### src/rtl/ila_probe_conditioner_if.sv
// Bus bundle between the debug signal sources, the probe conditioner and the ILA probes.
interface ila_probe_conditioner_if;
    localparam int unsigned DATA_W = 16;
    localparam int unsigned TS_W   = 32;
    localparam int unsigned ST_W   = 4;
    localparam int unsigned ECNT_W = 5;

    logic [DATA_W-1:0] dbg_data_i;
    logic              dbg_valid_i;
    logic              evt_i;
    logic [DATA_W-1:0] trig_pattern_i;
    logic [DATA_W-1:0] trig_mask_i;
    logic              arm_i;
    logic              disarm_i;

    logic [DATA_W-1:0] probe0;
    logic              probe1;
    logic              probe2;
    logic [TS_W-1:0]   probe3;
    logic [ST_W-1:0]   probe4;
    logic              probe5;
    logic              probe6;
    logic [ECNT_W-1:0] probe7;
    logic              probe8;

    // Source side: drives debug signals and trigger controls, observes probes.
    modport master (
        output dbg_data_i, dbg_valid_i, evt_i, trig_pattern_i, trig_mask_i, arm_i, disarm_i,
        input  probe0, probe1, probe2, probe3, probe4, probe5, probe6, probe7, probe8
    );

    // Conditioner side.
    modport slave (
        input  dbg_data_i, dbg_valid_i, evt_i, trig_pattern_i, trig_mask_i, arm_i, disarm_i,
        output probe0, probe1, probe2, probe3, probe4, probe5, probe6, probe7, probe8
    );
endinterface

### src/rtl/ila_probe_conditioner.sv
// Registers and conditions debug signals into the nine ila_0 probe buses: aligned data,
// armable pattern trigger, timestamp, stretched events, saturating event count, heartbeat.
module ila_probe_conditioner #(
    parameter int unsigned STRETCH  = 8,
    parameter int unsigned HOLDOFF  = 16,
    parameter int unsigned POST_CYC = 1024,
    parameter int unsigned HB_DIV   = 50000000
) (
    input  logic                    clk,
    input  logic                    rst_n,
    ila_probe_conditioner_if.slave  bus
);
    localparam int unsigned DATA_W = 16;
    localparam int unsigned TS_W   = 32;
    localparam int unsigned ECNT_W = 5;
    localparam int unsigned STR_W  = (STRETCH < 1) ? 1 : $clog2(STRETCH + 1);
    localparam int unsigned PH_MAX = (HOLDOFF > POST_CYC) ? HOLDOFF : POST_CYC;
    localparam int unsigned PH_W   = (PH_MAX < 2) ? 1 : $clog2(PH_MAX);
    localparam int unsigned HB_W   = (HB_DIV < 2) ? 1 : $clog2(HB_DIV);

    typedef enum logic [3:0] {
        S_IDLE = 4'd0,
        S_HOLD = 4'd1,
        S_LIVE = 4'd2,
        S_TRIG = 4'd3,
        S_POST = 4'd4
    } state_e;

    state_e              state_q, state_nxt;
    logic [PH_W-1:0]     ph_q, ph_nxt;
    logic                arm_hit_c;
    logic                match_c;
    logic                trig_nxt_c, armed_nxt_c;
    logic                trig_q, armed_q;

    logic [DATA_W-1:0]   s1_data_q, p0_q;
    logic                s1_valid_q, p1_q;

    logic                evt_d_q, rise_c;
    logic [STR_W-1:0]    str_q, str_nxt;
    logic                str_on_q;
    logic [ECNT_W-1:0]   ecnt_q;

    logic [TS_W-1:0]     ts_q;
    logic [HB_W-1:0]     hb_q;
    logic                hb_tgl_q;

    // Two-stage alignment of the debug word so probe0 lines up with the trigger pulse.
    always_ff @(posedge clk or negedge rst_n) begin
        if (!rst_n) begin
            s1_data_q  <= '0;
            s1_valid_q <= 1'b0;
            p0_q       <= '0;
            p1_q       <= 1'b0;
        end else begin
            s1_data_q  <= bus.dbg_data_i;
            s1_valid_q <= bus.dbg_valid_i;
            p0_q       <= s1_data_q;
            p1_q       <= s1_valid_q;
        end
    end

    // Masked pattern compare on the first stage; an all-zero mask matches any valid word.
    always_comb begin
        match_c = s1_valid_q & (((s1_data_q ^ bus.trig_pattern_i) & bus.trig_mask_i) == '0);
    end

    // Trigger state register, phase counter and registered state decodes.
    always_ff @(posedge clk or negedge rst_n) begin
        if (!rst_n) begin
            state_q <= S_IDLE;
            ph_q    <= '0;
            trig_q  <= 1'b0;
            armed_q <= 1'b0;
        end else begin
            state_q <= state_nxt;
            ph_q    <= ph_nxt;
            trig_q  <= trig_nxt_c;
            armed_q <= armed_nxt_c;
        end
    end

    // Next-state logic; disarm overrides arm and match.
    always_comb begin
        state_nxt = state_q;
        ph_nxt    = ph_q;
        arm_hit_c = 1'b0;
        if (bus.disarm_i) begin
            state_nxt = S_IDLE;
            ph_nxt    = '0;
        end else begin
            case (state_q)
                S_IDLE: begin
                    if (bus.arm_i) begin
                        arm_hit_c = 1'b1;
                        ph_nxt    = '0;
                        state_nxt = (HOLDOFF == 0) ? S_LIVE : S_HOLD;
                    end
                end
                S_HOLD: begin
                    if (ph_q == PH_W'(HOLDOFF - 1)) begin
                        state_nxt = S_LIVE;
                        ph_nxt    = '0;
                    end else begin
                        ph_nxt = ph_q + PH_W'(1);
                    end
                end
                S_LIVE: begin
                    if (match_c) begin
                        state_nxt = S_TRIG;
                    end
                end
                S_TRIG: begin
                    ph_nxt    = '0;
                    state_nxt = (POST_CYC == 0) ? S_IDLE : S_POST;
                end
                S_POST: begin
                    if (ph_q == PH_W'(POST_CYC - 1)) begin
                        state_nxt = S_IDLE;
                        ph_nxt    = '0;
                    end else begin
                        ph_nxt = ph_q + PH_W'(1);
                    end
                end
                default: begin
                    state_nxt = S_IDLE;
                    ph_nxt    = '0;
                end
            endcase
        end
    end

    // Output decodes of the upcoming state, registered alongside it.
    always_comb begin
        trig_nxt_c  = (state_nxt == S_TRIG);
        armed_nxt_c = (state_nxt == S_HOLD) || (state_nxt == S_LIVE);
    end

    // Rising-edge detect and retriggerable stretch countdown.
    always_comb begin
        rise_c  = bus.evt_i & ~evt_d_q;
        str_nxt = str_q;
        if (rise_c) begin
            str_nxt = STR_W'(STRETCH);
        end else if (str_q != '0) begin
            str_nxt = str_q - STR_W'(1);
        end
    end

    // Event stretcher and saturating event counter, cleared when an arm is honoured.
    always_ff @(posedge clk or negedge rst_n) begin
        if (!rst_n) begin
            evt_d_q  <= 1'b0;
            str_q    <= '0;
            str_on_q <= 1'b0;
            ecnt_q   <= '0;
        end else begin
            evt_d_q  <= bus.evt_i;
            str_q    <= str_nxt;
            str_on_q <= (str_nxt != '0);
            if (arm_hit_c) begin
                ecnt_q <= '0;
            end else if (rise_c && (state_q != S_IDLE) && (ecnt_q != '1)) begin
                ecnt_q <= ecnt_q + ECNT_W'(1);
            end
        end
    end

    // Free-running timestamp and heartbeat divider.
    always_ff @(posedge clk or negedge rst_n) begin
        if (!rst_n) begin
            ts_q     <= '0;
            hb_q     <= '0;
            hb_tgl_q <= 1'b0;
        end else begin
            ts_q <= ts_q + TS_W'(1);
            if (hb_q == HB_W'(HB_DIV - 1)) begin
                hb_q     <= '0;
                hb_tgl_q <= ~hb_tgl_q;
            end else begin
                hb_q <= hb_q + HB_W'(1);
            end
        end
    end

    assign bus.probe0 = p0_q;
    assign bus.probe1 = p1_q;
    assign bus.probe2 = str_on_q;
    assign bus.probe3 = ts_q;
    assign bus.probe4 = state_q;
    assign bus.probe5 = trig_q;
    assign bus.probe6 = armed_q;
    assign bus.probe7 = ecnt_q;
    assign bus.probe8 = hb_tgl_q;
endmodule

### src/flat_wrapper.sv
// flat-port wrapper written by rule: the top's interface ports become plain ports
module ila_probe_conditioner_flat 
#(
    parameter int unsigned STRETCH  = 8,
    parameter int unsigned HOLDOFF  = 16,
    parameter int unsigned POST_CYC = 1024,
    parameter int unsigned HB_DIV   = 50000000
)
  (clk, rst_n, bus_dbg_data_i, bus_dbg_valid_i, bus_evt_i, bus_trig_pattern_i, bus_trig_mask_i, bus_arm_i, bus_disarm_i, bus_probe0, bus_probe1, bus_probe2, bus_probe3, bus_probe4, bus_probe5, bus_probe6, bus_probe7, bus_probe8);
  ila_probe_conditioner_if bus_i ();
  input  logic clk;
  input  logic rst_n;
  input wire logic [$bits(bus_i.dbg_data_i)-1:0] bus_dbg_data_i;
  input wire logic [$bits(bus_i.dbg_valid_i)-1:0] bus_dbg_valid_i;
  input wire logic [$bits(bus_i.evt_i)-1:0] bus_evt_i;
  input wire logic [$bits(bus_i.trig_pattern_i)-1:0] bus_trig_pattern_i;
  input wire logic [$bits(bus_i.trig_mask_i)-1:0] bus_trig_mask_i;
  input wire logic [$bits(bus_i.arm_i)-1:0] bus_arm_i;
  input wire logic [$bits(bus_i.disarm_i)-1:0] bus_disarm_i;
  output wire logic [$bits(bus_i.probe0)-1:0] bus_probe0;
  output wire logic [$bits(bus_i.probe1)-1:0] bus_probe1;
  output wire logic [$bits(bus_i.probe2)-1:0] bus_probe2;
  output wire logic [$bits(bus_i.probe3)-1:0] bus_probe3;
  output wire logic [$bits(bus_i.probe4)-1:0] bus_probe4;
  output wire logic [$bits(bus_i.probe5)-1:0] bus_probe5;
  output wire logic [$bits(bus_i.probe6)-1:0] bus_probe6;
  output wire logic [$bits(bus_i.probe7)-1:0] bus_probe7;
  output wire logic [$bits(bus_i.probe8)-1:0] bus_probe8;
  assign bus_i.dbg_data_i = bus_dbg_data_i;
  assign bus_i.dbg_valid_i = bus_dbg_valid_i;
  assign bus_i.evt_i = bus_evt_i;
  assign bus_i.trig_pattern_i = bus_trig_pattern_i;
  assign bus_i.trig_mask_i = bus_trig_mask_i;
  assign bus_i.arm_i = bus_arm_i;
  assign bus_i.disarm_i = bus_disarm_i;
  assign bus_probe0 = bus_i.probe0;
  assign bus_probe1 = bus_i.probe1;
  assign bus_probe2 = bus_i.probe2;
  assign bus_probe3 = bus_i.probe3;
  assign bus_probe4 = bus_i.probe4;
  assign bus_probe5 = bus_i.probe5;
  assign bus_probe6 = bus_i.probe6;
  assign bus_probe7 = bus_i.probe7;
  assign bus_probe8 = bus_i.probe8;
  ila_probe_conditioner #(.STRETCH(STRETCH), .HOLDOFF(HOLDOFF), .POST_CYC(POST_CYC), .HB_DIV(HB_DIV)) u_core (.clk(clk), .rst_n(rst_n), .bus(bus_i));
endmodule
### config.mk
export PLATFORM = sky130hd
export DESIGN_NAME = ila_probe_conditioner_flat
export DESIGN_NICKNAME = d
export VERILOG_FILES = /design/src/rtl/ila_probe_conditioner_if.sv /design/src/rtl/ila_probe_conditioner.sv /design/src/flat_wrapper.sv
export SDC_FILE = /design/constraint.sdc
export NUM_CORES = 1
export LEC_CHECK = 0
export CAP_MARGIN = 0
export CORE_MARGIN = 2
export CORE_UTILIZATION = 35
export CTS_BUF_LIST = sky130_fd_sc_hd__clkbuf_8
export CTS_CLUSTER_SIZE = 16
export DETAILED_ROUTE_END_ITERATION = 8
export GPL_TIMING_DRIVEN = 0
export HOLD_SLACK_MARGIN = 0.06
export MAX_ROUTING_LAYER = met4
export PLACE_DENSITY_LB_ADDON = 0.05
export SETUP_SLACK_MARGIN = 0.15
export SLEW_MARGIN = 20
export SYNTH_ARGS = -nofsm -noshare
export SYNTH_HDL_FRONTEND = slang
export SYNTH_SLANG_ARGS = --single-unit
### constraint.sdc
create_clock -name clk -period 2.09 [get_ports clk]
set_input_delay 0.418 -clock clk [delete_from_list [all_inputs] [get_ports clk]]
set_output_delay 0.418 -clock clk [all_outputs]
set_load 0.02 [all_outputs]
# Word level (Yosys, flattened, before mapping)

Index checks and enable logic that the tools add are counted.

Register bits: 120
Input port bits: 54
Output and inout port bits: 62
Word-level logic and storage cells: 68

Add/subtract/negate cells: 5
Eq/ne operators: 13
Mux-type cells: 19
Bitwise operators: 6
Reduce and logical (&&, ||, !) cells: 10

Operator list:

| cell                                                  | number |
|---|---|
| 2-to-1 mux 10 bit                                     | 4 |
| one-hot mux 10 bit (4 select lines)                   | 1 |
| adder 32 x 1 -> 32 bit (second input constant)        | 1 |
| 2-to-1 mux 4 bit                                      | 7 |
| adder 26 x 1 -> 26 bit (second input constant)        | 1 |
| equality test 26 bit (second input constant)          | 1 |
| 2-to-1 mux 26 bit                                     | 1 |
| one-hot mux 4 bit (5 select lines)                    | 1 |
| AND 16 bit                                            | 1 |
| equality test 4 x 2 -> 1 bit (second input constant)  | 4 |
| logical NOT 16 bit                                    | 1 |
| XOR 16 bit                                            | 1 |
| nonzero test 4 bit                                    | 3 |
| adder 10 x 1 -> 10 bit (second input constant)        | 1 |
| equality test 10 bit (second input constant)          | 1 |
| equality test 10 x 4 -> 1 bit (second input constant) | 1 |
| 2-to-1 mux 5 bit                                      | 2 |
| equality test 4 x 1 -> 1 bit (second input constant)  | 2 |
| adder 5 x 1 -> 5 bit (second input constant)          | 1 |
| != test 5 bit (second input constant)                 | 1 |
| equality test 4 x 3 -> 1 bit (second input constant)  | 1 |
| logical NOT 4 bit                                     | 1 |
| subtractor 4 x 1 -> 4 bit (second input constant)     | 1 |
| 2-to-1 mux 1 bit                                      | 3 |
| other kinds (8)                                       | 11 |

# Logic depth before layout (Yosys ltp)

Gate-level depths: netlist of the first run.

Word-level depth: 9
Gate-level depth with buffers: 7
Gate-level depth less buffers: 7

# Worst setup path before layout of the first run

OpenSTA, ideal clock, no wires.

Kind: flip-flop to flip-flop
Start: reg u_core.ecnt_q[0], in the netlist u_core.bus.probe7[0]
End: reg u_core.ecnt_q[3], in the netlist u_core.bus.probe7[3]
Setup time: 148 ps
Arrival: 1906 ps
Slack: 36 ps
Cell stages (with the launch flop): 8
Path through: dfrtp_1 -> ha_1 -> and3_1 -> ha_1 -> nor3_1 -> nand4_1 -> xor2_1 -> nor2_1

Word-level cells in the longest chain between the ends: 3
Elaborated cells on any way between the ends: 6
Those cells by class: 1 x add/sub; 1 x eq/ne; 2 x mux; 2 x reduce/logical

RTL lines:

| item                                                   | line                                                       | RTL |
|---|---|---|
| start: declaration                                     | ila_probe_conditioner.sv:42                                | `logic [ECNT_W-1:0] ecnt_q;` |
| start signal: assignment                               | ila_probe_conditioner.sv:164                               | `ecnt_q <= ecnt_q + ECNT_W'(1);` |
| adder 5 x 1 -> 5 bit or != test 5 bit (tied branches)  | ila_probe_conditioner.sv:164, ila_probe_conditioner.sv:163 |  |
| 2-to-1 mux 5 bit or logical AND 1 bit (tied branches)  | ila_probe_conditioner.sv:163                               | `end else if (rise_c && (state_q != S_IDLE) && (ecnt_q != '1)) begin` |
| 2-to-1 mux 5 bit or nonzero test 2 bit (tied branches) | --                                                         |  |

Several ways; a longest one is shown, not always the timed one. The select of a mux whose other input is x is not followed.
A chain may end at the register's enable or synchronous reset.

# Worst setup path in the final report of the first run

Start: reg u_core.state_q[3], in the netlist u_core.bus.probe4[3]
End: reg u_core.armed_q, in the netlist u_core.bus.probe6

Word-level cells in the longest chain between the ends: 5
Elaborated cells on any way between the ends: 14
Those cells by class: 6 x eq/ne; 6 x mux; 2 x reduce/logical

RTL lines:

| item                                                                         | line                         | RTL |
|---|---|---|
| start: declaration                                                           | ila_probe_conditioner.sv:29  | `state_e state_q, state_nxt;` |
| start signal: assignment                                                     | ila_probe_conditioner.sv:76  | `state_q <= state_nxt;` |
| equality test 4 x 3 -> 1 bit (tied with other cells)                         | ila_probe_conditioner.sv:92  | `case (state_q)` |
| one-hot mux 4 bit (5 select lines) *                                         | ila_probe_conditioner.sv:92  |  |
| 2-to-1 mux 4 bit *                                                           | ila_probe_conditioner.sv:88  | `if (bus.disarm_i) begin` |
| equality test 4 x 1 -> 1 bit or equality test 4 x 2 -> 1 bit (tied branches) | ila_probe_conditioner.sv:136 | `armed_nxt_c = (state_nxt == S_HOLD) \|\| (state_nxt == S_LIVE);` |
| logical OR 1 bit *                                                           | ila_probe_conditioner.sv:136 |  |
| named net u_core.armed_nxt_c                                                 | ila_probe_conditioner.sv:33  | `logic trig_nxt_c, armed_nxt_c;` |
| end signal: assignment                                                       | ila_probe_conditioner.sv:79  | `armed_q <= armed_nxt_c;` |
| end: declaration                                                             | ila_probe_conditioner.sv:34  | `logic trig_q, armed_q;` |

Mark *: on every way through the listed nets, which the timed path passes. The rest lies on a longest branch.

==> results of run 1 <==
critical path, stage by stage, from the launching register on:
cell and delay, ns:
dfrtp_2 0.44, or2_1 0.24, buf_4 0.17, a2111oi_4 0.27
and3_4 0.23, nand4_1 0.17, a31o_1 0.28
how the worst min path moves through the flow:
stage / cells past startpoint / startpoint / endpoint / slack (ns)
finish: 0 / u_core.s1_data_q[2]$_DFF_PN0_ / u_core.bus.probe0[2]$_DFF_PN0_ / 0.39
global placement: 0 / u_core.s1_data_q[4]$_DFF_PN0_ / u_core.bus.probe0[4]$_DFF_PN0_ / 0.37
detailed placement: 0 / u_core.s1_data_q[15]$_DFF_PN0_ / u_core.bus.probe0[15]$_DFF_PN0_ / 0.38
floorplan: 0 / rst_n / u_core.bus.probe0[0]$_DFF_PN0_ / 0.12
global route: 1 / bus_dbg_data_i[15] / u_core.s1_data_q[15]$_DFF_PN0_ / 0.39
CTS: 1 / bus_dbg_data_i[15] / u_core.s1_data_q[15]$_DFF_PN0_ / 0.39
final cells by class:
type | instances | area, µm²
fillers | 1323 | 7270
clock buffers | 24 | 330
inverters | 9 | 33.8
flip-flops and latches | 120 | 3010
clock inverters | 8 | 139
repair buffers | 121 | 1230
plain buffers | 8 | 46.3
well taps | 184 | 230
multi-input cells | 316 | 2140
timing repair:
item	in CTS	in global routing
hold endpoints to repair	49	0
gates resized for setup	21	27
pin swaps	2	5
setup buffers	0	4
endpoints found under the setup margin	36	44
hold buffers	1	0
sequential cells by signal (all words and copies together) (netlist names):
name,count
u_core.bus.probe8,1
u_core.bus.probe7,5
u_core.str_q,4
u_core.bus.probe2,1
u_core.bus.probe4,4
u_core.bus.probe3,32
u_core.evt_d_q,1
u_core.s1_valid_q,1
u_core.s1_data_q,16
u_core.ph_q,10
u_core.bus.probe1,1
u_core.bus.probe5,1
u_core.bus.probe6,1
u_core.bus.probe0,16
u_core.hb_q,26
cell families (layout without fill, tap and decap cells):
logic type | Yosys count | count (layout) | share of synthesized area, %
multiplexers | 3 | 3 | 0.584
adder cells (fa/ha/maj) | 6 | 6 | 1.46
buffers and inverters | 17 | 170 | 1.43
AO/OA/AOI/OAI | 42 | 42 | 6.25
AND/OR/NAND/NOR | 190 | 190 | 19.3
flip-flops | 120 | 120 | 58.4
XOR/XNOR | 74 | 74 | 12.6
other | 1 | 1 | 0.0729
power groups by stage:
stage               Combinational, W  Sequential [W]  Clock (W)
global placement            0.000593         0.00255          0
CTS                         0.000611         0.00252    0.00248
global route                0.000719         0.00252    0.00260
finish                      0.000648         0.00251    0.00241
floorplan                   0.000240         0.00260          0
detailed placement          0.000609         0.00256          0
placed cells by master (no fill, tap or decap), drive strengths merged, types with 7 or more instances in the layout:
| cell | instances |
|---|---|
| buf | 11 |
| nor2b | 7 |
| nor2 | 48 |
| and3 | 13 |
| nor3 | 10 |
| clkdlybuf4s50 | 85 |
| dfrtp | 120 |
| nand2 | 32 |
| xor2 | 47 |
| clkbuf | 27 |
| inv | 10 |
| nand3 | 33 |
| dlygate4sd2 | 17 |
| dlymetal6s2s | 12 |
| nand4 | 16 |
| and4 | 8 |
| a21oi | 8 |
| xnor2 | 27 |
routing by layer:
layer	GRT usage, %	vias up	part of all wire [%]
met5	-	-	0
met4	5.82	0	1.7
met2	24.4	97	46
met3	5.69	17	5.5
li1	-	1860	-
met1	20.9	1819	47
stage by stage:
stage               hold slack [ns]  area [µm²]
CTS                           0.388        7030
global placement              0.374        6530
detailed placement            0.381        6560
floorplan                     0.122        5150
global route                  0.386        7160
finish                        0.393        7160
==> out/results.ini, run 1 <==
[yosys]
netlist_top_cells_area=dfrtp_1 (58%), xor2_1 (8.0%), xnor2_1 (4.6%)
synth_commonest_cells=dfrtp_1 (120), nor2_1 (48), xor2_1 (47)
ys_ff_latch=120
syn_area_mm2=0.00515
yosysMostFrequentCell=dfrtp_1
synth_edf_count=0
yosysWarnings=0
syn_inst=453
synth_cell_types=53
ys.flop_type=dfrtp_1
syn_nets=513
ys_async_sr_fraction_pct=100
ys_seq_area_share_pct=58.4
avgSynthCellArea_um2=11.4
yosys.area.top_type=dfrtp_1
synth_top_area_share_pct=58.4

[routing]
totalWireLength_um=11800
drt-initial-drc-count=242
antenna_left=0
viasPerCell=4.80
drc=0
vias=3793
dr.pass1.iters=4
avgRoutedWirePerCell_um=15.0

[clocking]
root_buffer=clkbuf_8
cts_tree=done
cts_max_level=4
cts_made_buffers=17
clockBufferDepth=2
clk_latency_ns=0.43
clk_pin_slew_ns=0.07
clock_sinks=120

[finish]
diodes=0
area_growth_pct=39.0
drive_gt1_share_pct=10.9
final_cells=790
final_net_count=653
final_util_pct=49.6

[setup_path]
end_kind=register
startpoint_type=register
timing.rr.start=u_core.bus.probe4[3]$_DFF_PN0_
required_ns=2.41
path_class=register to register
reg2reg_slack_ns=0.19
r2r_cells=6
r2r-end=u_core.bus.probe6$_DFF_PN0_
crit_fanout=6
cp.arrival_ns=2.22
crit_start=u_core.bus.probe4[3]$_DFF_PN0_
crit_end=u_core.bus.probe6$_DFF_PN0_

[placement]
pre_cts_ws_ns=-0.243
place_hpwl_um=8430
dp.cells=753
place_congestion=0.796
numPortBuffers=115

[die]
initial_core_util_pct=35.7
die_y_um=125
die_area_mm2=0.0157
io_pins=116
rows=44
core_mm2=0.0144
die_w_um=125

[timing]
relSlewSlack_pct=59.7
hold_violations=0
fin_crit_ns=1.90
tns_ns=0
max_freq_ghz=0.525
tightest_slew_ns=0.603
setup_viol=0
rsz0062_at_grt=false
fin_skew_ns=0.00907
setup_slack_ns=0.186
fin_crit_sh_pct=91.1
slew_viol_final=0

[hold_path]
min_path_type=register to register

[run]
maxCapViolations=0

[global_routing]
grt_pass1_vias=3964
grt_pass1_wl_um=19700
grt.overflow.total=0
grt_usage_pct=16.4
antenna_found_initial=0
grt_max_degree=72

[pwr]
power.density_mw_per_mm2=778
p_seq_share_pct=45.1
clkPwrFrac_pct=43.3
leakage_nw=3.38
p_sw_share_pct=23.1
power_w=0.00557
p_comb_share_pct=11.6
power.internal_w=0.00428
switchingPower_w=0.00129
peakVddDrop_v=0.000400

[run_status]
status=finished clean

Note: power is estimated with default switching activity, not from simulation.
==> inputs of run 2 (changes only) <==
--- a/config.mk
+++ b/config.mk
@@ -7,12 +7,11 @@
 export LEC_CHECK = 0
 export CAP_MARGIN = 0
 export CORE_MARGIN = 2
-export CORE_UTILIZATION = 35
+export CORE_UTILIZATION = 47
 export CTS_BUF_LIST = sky130_fd_sc_hd__clkbuf_8
 export CTS_CLUSTER_SIZE = 16
 export DETAILED_ROUTE_END_ITERATION = 8
 export GPL_TIMING_DRIVEN = 0
-export HOLD_SLACK_MARGIN = 0.06
 export MAX_ROUTING_LAYER = met4
 export PLACE_DENSITY_LB_ADDON = 0.05
 export SETUP_SLACK_MARGIN = 0.15
==> run 2 against run 1 <==
Flip-flop and latch count did not move. Sequential power about the same. Setup slack worse by 0.0092 ns. Clock power shrank 7%. Critical endpoint is now bus_probe3[2]. Largest cell class unchanged. Largest power group unchanged.
==> out/results.ini, run 2 (synthesis results as in run 1) <==
[setup_path]
worst_path_largest_cell_delay_ns=0.64  ; +0.20 ns
cp.arrival_ns=1.49  ; -0.73 ns
end_kind=output port
r2r_cells=7  ; +1
crit_path_cell_trace=clkdlybuf4s50_1
reg2reg_slack_ns=0.26  ; +0.07 ns
cp_slowest_cell=clkdlybuf4s50_1
crit_end=bus_probe3[2]
required_ns=1.67  ; -0.74 ns
critPathTopFamily=buffers and inverters
timing.rr.start=u_core.str_q[0]$_DFF_PN0_
crit_start=u_core.bus.probe3[2]$_DFF_PN0_
r2r-end=u_core.bus.probe2$_DFF_PN0_
startpoint_type=register
crit_fanout=5  ; -1
crit_buf_inv=1  ; unchanged
cp_num_cells=1  ; -5
path_class=register to output port

[placement]
place_congestion=0.825  ; +3.7%
dp.cells=709  ; -5.8%
numPortBuffers=115  ; unchanged
place_hpwl_um=8050  ; -4.5%

[timing]
rsz0062_at_grt=true
relSlewSlack_pct=61.8  ; +2.2 points
fin_skew_ns=0.00887  ; -0.000200 ns
tns_ns=0  ; unchanged
fin_crit_ns=1.91  ; +0.00921 ns
setup_viol=0  ; unchanged
hold_violations=0  ; unchanged
max_freq_ghz=0.523  ; -0.48%
fin_crit_sh_pct=91.5  ; +0.44 points
slew_viol_final=0  ; unchanged
tightest_slew_ns=0.567  ; -0.0361 ns

[finish]
final_common_cell=dfrtp_1
largest_register_ffs=32  ; unchanged
layout_common_cells=dfrtp_1 (119), clkdlybuf4s50_1 (85), xor2_1 (47)
drive_gt1_share_pct=10.5  ; -0.35 points
diodes=0  ; unchanged
final_cells=747  ; -5.4%
area_growth_pct=37.3
final_net_count=654  ; +0.15%

[clocking]
clk_pin_slew_ns=0.07  ; about the same
clk_latency_ns=0.43  ; about the same
cts_made_buffers=17  ; unchanged
clockBufferDepth=2  ; unchanged
cts_max_level=4  ; unchanged
root_buffer=clkbuf_8
cts_tree=done
clock_sinks=120  ; unchanged

[routing]
viasPerCell=5.17  ; +7.7%
antenna_left=0  ; unchanged
drc=0  ; unchanged
totalWireLength_um=11400  ; -3.9%
vias=3863  ; +1.8%
dr.pass1.iters=4  ; unchanged
avgRoutedWirePerCell_um=15.2  ; +1.6%
drt-initial-drc-count=188  ; -22%

[global_routing]
grt_usage_pct=21.3  ; +4.9 points
antenna_found_initial=0  ; unchanged
grt.overflow.total=0  ; unchanged
grt_max_degree=65  ; -9.7%
grt_pass1_wl_um=18300  ; -7.1%
grt_pass1_vias=3780  ; -4.6%

[pwr]
peakVddDrop_v=0.000544  ; +36%
leakage_nw=3.39  ; about the same
power.density_mw_per_mm2=763  ; -2.0%

[die]
die_y_um=109  ; -13%
core_mm2=0.0107  ; -26%
die_area_mm2=0.0118  ; -25%
die_w_um=109  ; -13%
io_pins=116  ; unchanged
rows=38  ; -14%
initial_core_util_pct=47.9  ; +12 points

[run_status]
status=finished clean

[hold_path]
min_path_type=register to register

[run]
maxCapViolations=0  ; unchanged

-- run 2: cell count changes in the layout (fill, tap and decap cells not counted), sizes merged --
cell	change
buf	+1
clkbuf	-1
clkinv	+2
dlymetal6s2s	+2
dlygate4sd2	-2
bufinv	-1
-- run 2: repair_timing --
| action | in CTS | in global routing |
|---|---|---|
| resized for setup | 17 | 26 |
| hold buffers | 1 | 0 |
| endpoints found under the hold margin | 56 | 0 |
| endpoints found under the setup margin | 17 | 44 |
| setup buffers | 0 | 5 |
| pin swaps | 0 | 4 |
| gates cloned | 0 | 0 |
-- run 2: worst min-delay path by stage --
stage	slack [ns]	endpoint	cells after the start	start
detailed placement	0.38	u_core.bus.probe0[9]$_DFF_PN0_	0	u_core.s1_data_q[9]$_DFF_PN0_
finish	0.39	u_core.bus.probe0[14]$_DFF_PN0_	0	u_core.s1_data_q[14]$_DFF_PN0_
global placement	0.37	u_core.bus.probe0[10]$_DFF_PN0_	0	u_core.s1_data_q[10]$_DFF_PN0_
global route	0.38	u_core.s1_data_q[11]$_DFF_PN0_	1	bus_dbg_data_i[11]
floorplan	0.12	u_core.bus.probe0[0]$_DFF_PN0_	0	rst_n
CTS	0.39	u_core.bus.probe0[14]$_DFF_PN0_	0	u_core.s1_data_q[14]$_DFF_PN0_
-- run 2: stage by stage --
step	hold WS [ns]	cell area [µm²]	util, %	total power (W)	worst slack (ns)
6_report	0.391	7070	65.8	0.00539	0.177
3_5_place_dp	0.378	6510	60.5	0.00316	-0.145
4_1_cts	0.393	6950	64.7	0.00541	0.153
5_1_grt	0.382	7070	65.8	0.00566	0.0628
2_1_floorplan	0.122	5150	-	0.00284	0.208
3_3_place_gp	0.373	6480	60.3	0.00313	-4.03
-- run 2: layout make-up --
cell class              count  area, µm²
clock inverters             9        119
well taps                 140        175
plain buffers               8       43.8
flip-flops and latches    120       3000
multi-input cells         316       2130
repair buffers            122       1240
inverters                   9       33.8
fillers                   864       3680
clock buffers              23        317
-- run 2: routing by layer --
metal,vias to the layer above,global-route usage (%),wire (µm)
met5,-,-,0
met4,0,7.69,146
met3,12,7.59,664
met2,91,33.7,5650
met1,1892,25.3,4920
li1,1868,-,-
-- run 2: power by group --
part	leakage, nW	internal [W]	switching [W]	total (W)
clock	0.233	0.00136	0.000883	0.00224
sequential	1.55	0.00243	0.0000740	0.00250
combinational	1.60	0.000348	0.000304	0.000652
==> inputs of run 3 (changes only) <==
--- a/config.mk
+++ b/config.mk
@@ -6,8 +6,9 @@
 export NUM_CORES = 1
 export LEC_CHECK = 0
 export CAP_MARGIN = 0
+export CORE_ASPECT_RATIO = 0.6
 export CORE_MARGIN = 2
-export CORE_UTILIZATION = 47
+export CORE_UTILIZATION = 52
 export CTS_BUF_LIST = sky130_fd_sc_hd__clkbuf_8
 export CTS_CLUSTER_SIZE = 16
 export DETAILED_ROUTE_END_ITERATION = 8
==> constraint.sdc (replaced) <==
create_clock -name clk -period 1.8 [get_ports clk]
set_input_delay 0.36 -clock clk [delete_from_list [all_inputs] [get_ports clk]]
set_output_delay 0.36 -clock clk [all_outputs]
set_load 0.02 [all_outputs]
==> run 3 against run 2 <==
The run now ends with setup timing left. Die area shrank 9.1%. Flip-flop and latch count stayed put. Non-clock buffer count grew 53. Via count is 12% higher. Sequential power rose by 18%. Largest cell class unchanged. Setup slack lost 0.30 ns. Final area is 11% higher. Sequential share of layout area decreased by 4.0 points.
==> out/results.ini, run 3 (synthesis results as in run 1) <==
[run_status]
status=finished with violations
violations=setup timing

[run]
maxCapViolations=0  ; unchanged

[global_routing]
antenna_found_initial=0  ; unchanged
grt_pass1_vias=3986  ; +5.4%
grt_usage_pct=24.6  ; +3.3 points
grt.overflow.total=0  ; unchanged
grt_max_degree=79  ; +22%
grt_pass1_wl_um=19700  ; +7.7%

[setup_path]
crit_path_cell_trace=buf_6 > or4b_4 > a41oi_4 > a31o_4 > nand3_2 > a31oi_1
startpoint_type=register
path_class=register to register
critPathTopFamily=compound AO/OA/AOI/OAI gates
required_ns=2.14  ; +0.47 ns
worst_path_largest_cell_delay_ns=0.55  ; -0.09 ns
crit_fanout=5  ; unchanged
cp.arrival_ns=2.27  ; +0.78 ns
r2r_cells=6  ; -1
r2r-end=u_core.ph_q[5]$_DFFE_PN0P_
reg2reg_slack_ns=-0.13  ; -0.39 ns
timing.rr.start=u_core.bus.probe4[3]$_DFF_PN0_
crit_buf_inv=1  ; unchanged
cp_slowest_cell=or4b_4
end_kind=register

[hold_path]
min_from=bus_dbg_data_i[11]
min_to=u_core.s1_data_q[11]$_DFF_PN0_
min_path_type=input pin to register
worstHoldPathCells=1  ; +1

[pwr]
p_sw_share_pct=25.3  ; +1.9 points
leakage_nw=3.63  ; +7.1%
switchingPower_w=0.00171  ; +35%
power.internal_w=0.00503  ; +22%
clkPwrFrac_pct=38.2  ; -3.3 points
p_comb_share_pct=18.1  ; +6.0 points
power.density_mw_per_mm2=858  ; +12%
p_seq_share_pct=43.7  ; -2.7 points
peakVddDrop_v=0.000525  ; -3.6%

[clocking]
root_buffer=clkbuf_8
cts_made_buffers=17  ; unchanged
cts_max_level=4  ; unchanged
cts_tree=done
clk_pin_slew_ns=0.07  ; about the same
clock_sinks=120  ; unchanged
clockBufferDepth=2  ; unchanged
clk_latency_ns=0.42  ; about the same

[routing]
vias=4311  ; +12%
antenna_left=0  ; unchanged
dr.pass1.iters=4  ; unchanged
viasPerCell=5.42  ; +4.7%
drc=0  ; unchanged
drt-initial-drc-count=376  ; +100%
avgRoutedWirePerCell_um=17.5  ; +15%
totalWireLength_um=13900  ; +22%

[finish]
diodes=0  ; unchanged
area_growth_pct=52.5
final_cells=796  ; +6.6%
final_util_pct=80.6  ; +15 points
final_net_count=708  ; +8.3%
largest_register_ffs=32  ; unchanged
stdcell_area_mm2=0.00785  ; +11%
final_common_cell=dfrtp_1
drive_gt1_share_pct=29.0  ; +19 points
layout_common_cells=dfrtp_1 (106), dlygate4sd2_1 (55), clkdlybuf4s50_1 (52)
nFillCells=590  ; -32%

[die]
rows=28  ; -26%
die_area_mm2=0.0107  ; -9.1%
initial_core_util_pct=52.8  ; +4.9 points
core_mm2=0.00974  ; -9.4%
die_y_um=81.1  ; -25%
die_w_um=132  ; +22%
io_pins=116  ; unchanged

[timing]
hold_violations=0  ; unchanged
fin_crit_sh_pct=107
fin_skew_ns=0.00712  ; -0.00175 ns
setup_viol=10  ; +10
tns_ns=-0.783  ; -0.783 ns
slew_viol_final=0  ; unchanged
rsz0062_at_grt=true
max_freq_ghz=0.519
setup_slack_ns=-0.126  ; -0.304 ns
fin_crit_ns=1.93

[placement]
place_hpwl_um=8270  ; +2.7%
dp.cells=704  ; -0.71%
numPortBuffers=115  ; unchanged
place_congestion=0.861  ; +4.4%
dpl-instance-area_mm2=0.00655  ; +0.65%

run 3: changes by cell type in the layout (fill, tap and decap cells not counted), moves of 5 or more:
cell,delta
buf_4,+43
dlygate4sd2_1,+40
clkdlybuf4s50_1,-33
nor2_1,-18
dlymetal6s2s_1,-14
buf_6,+13
dfrtp_1,-13
dfrtp_2,+13
nor2_4,+12
nand3_1,-6
nor2_2,+6
nand3_2,+5
run 3: per-stage QoR:
| step | hold slack [ns] | setup WS (ns) | power [W] |
|---|---|---|---|
| finish | 0.370 | -0.126 | 0.00673 |
| CTS | 0.344 | -0.0395 | 0.00650 |
| global route | 0.344 | -0.165 | 0.00698 |
| floorplan | 0.0644 | 0.0852 | 0.00331 |
| detailed placement | 0.303 | -0.500 | 0.00371 |
| global placement | 0.361 | -4.64 | 0.00366 |
run 3: worst max path at each step:
| stage | endpoint | slack (ns) | cells past startpoint | from |
|---|---|---|---|---|
| floorplan | u_core.ph_q[6]$_DFFE_PN0P_ | 0.09 | 6 | u_core.bus.probe4[3]$_DFF_PN0_ |
| global placement | u_core.bus.probe4[3]$_DFF_PN0_ | -4.64 | 1 | rst_n |
| detailed placement | u_core.bus.probe7[1]$_DFFE_PN0P_ | -0.50 | 4 | bus_arm_i |
| CTS | u_core.ph_q[3]$_DFFE_PN0P_ | -0.04 | 6 | u_core.bus.probe4[3]$_DFF_PN0_ |
| global route | u_core.ph_q[5]$_DFFE_PN0P_ | -0.16 | 6 | u_core.bus.probe4[3]$_DFF_PN0_ |
| finish | u_core.ph_q[5]$_DFFE_PN0P_ | -0.13 | 6 | u_core.bus.probe4[3]$_DFF_PN0_ |
run 3: repair_timing:
| item | in CTS | in global routing |
|---|---|---|
| buffers inserted | 27 | 30 |
| setup endpoints to repair | 113 | 51 |
| pin swaps | 27 | 49 |
| resized for setup | 104 | 89 |
| hold endpoints to repair | 42 | 0 |
| hold buffers | 1 | 0 |
| gates cloned | 1 | 1 |
run 3: routing by layer:
metal	vias up	GRT usage (%)	routed length (µm)	share of wire, %
li1	1973	-	-	-
met1	2138	33.6	6410	46
met2	174	35.7	6370	46
met3	26	6.68	858	6.2
met4	0	9.03	257	1.8
met5	-	-	0	0
run 3: cell type report:
cell class              count  area [µm²]  share of cell area (%)
clock inverters            10         125                    1.59
flip-flops and latches    120        3020                    38.5
multi-input cells         317        2520                    32.2
plain buffers               8        70.1                   0.893
repair buffers            175        1600                    20.4
well taps                 135         169                    2.15
inverters                   9        33.8                   0.430
clock buffers              22         303                    3.86
run 3: power groups by stage:
| stage | Clock, W | Sequential, W | Combinational, W |
|---|---|---|---|
| 3_5_place_dp | 0 | 0.00298 | 0.000736 |
| 2_1_floorplan | 0 | 0.00302 | 0.000294 |
| 3_3_place_gp | 0 | 0.00297 | 0.000693 |
| 6_report | 0.00257 | 0.00294 | 0.00122 |
| 4_1_cts | 0.00260 | 0.00293 | 0.000977 |
| 5_1_grt | 0.00272 | 0.00295 | 0.00130 |
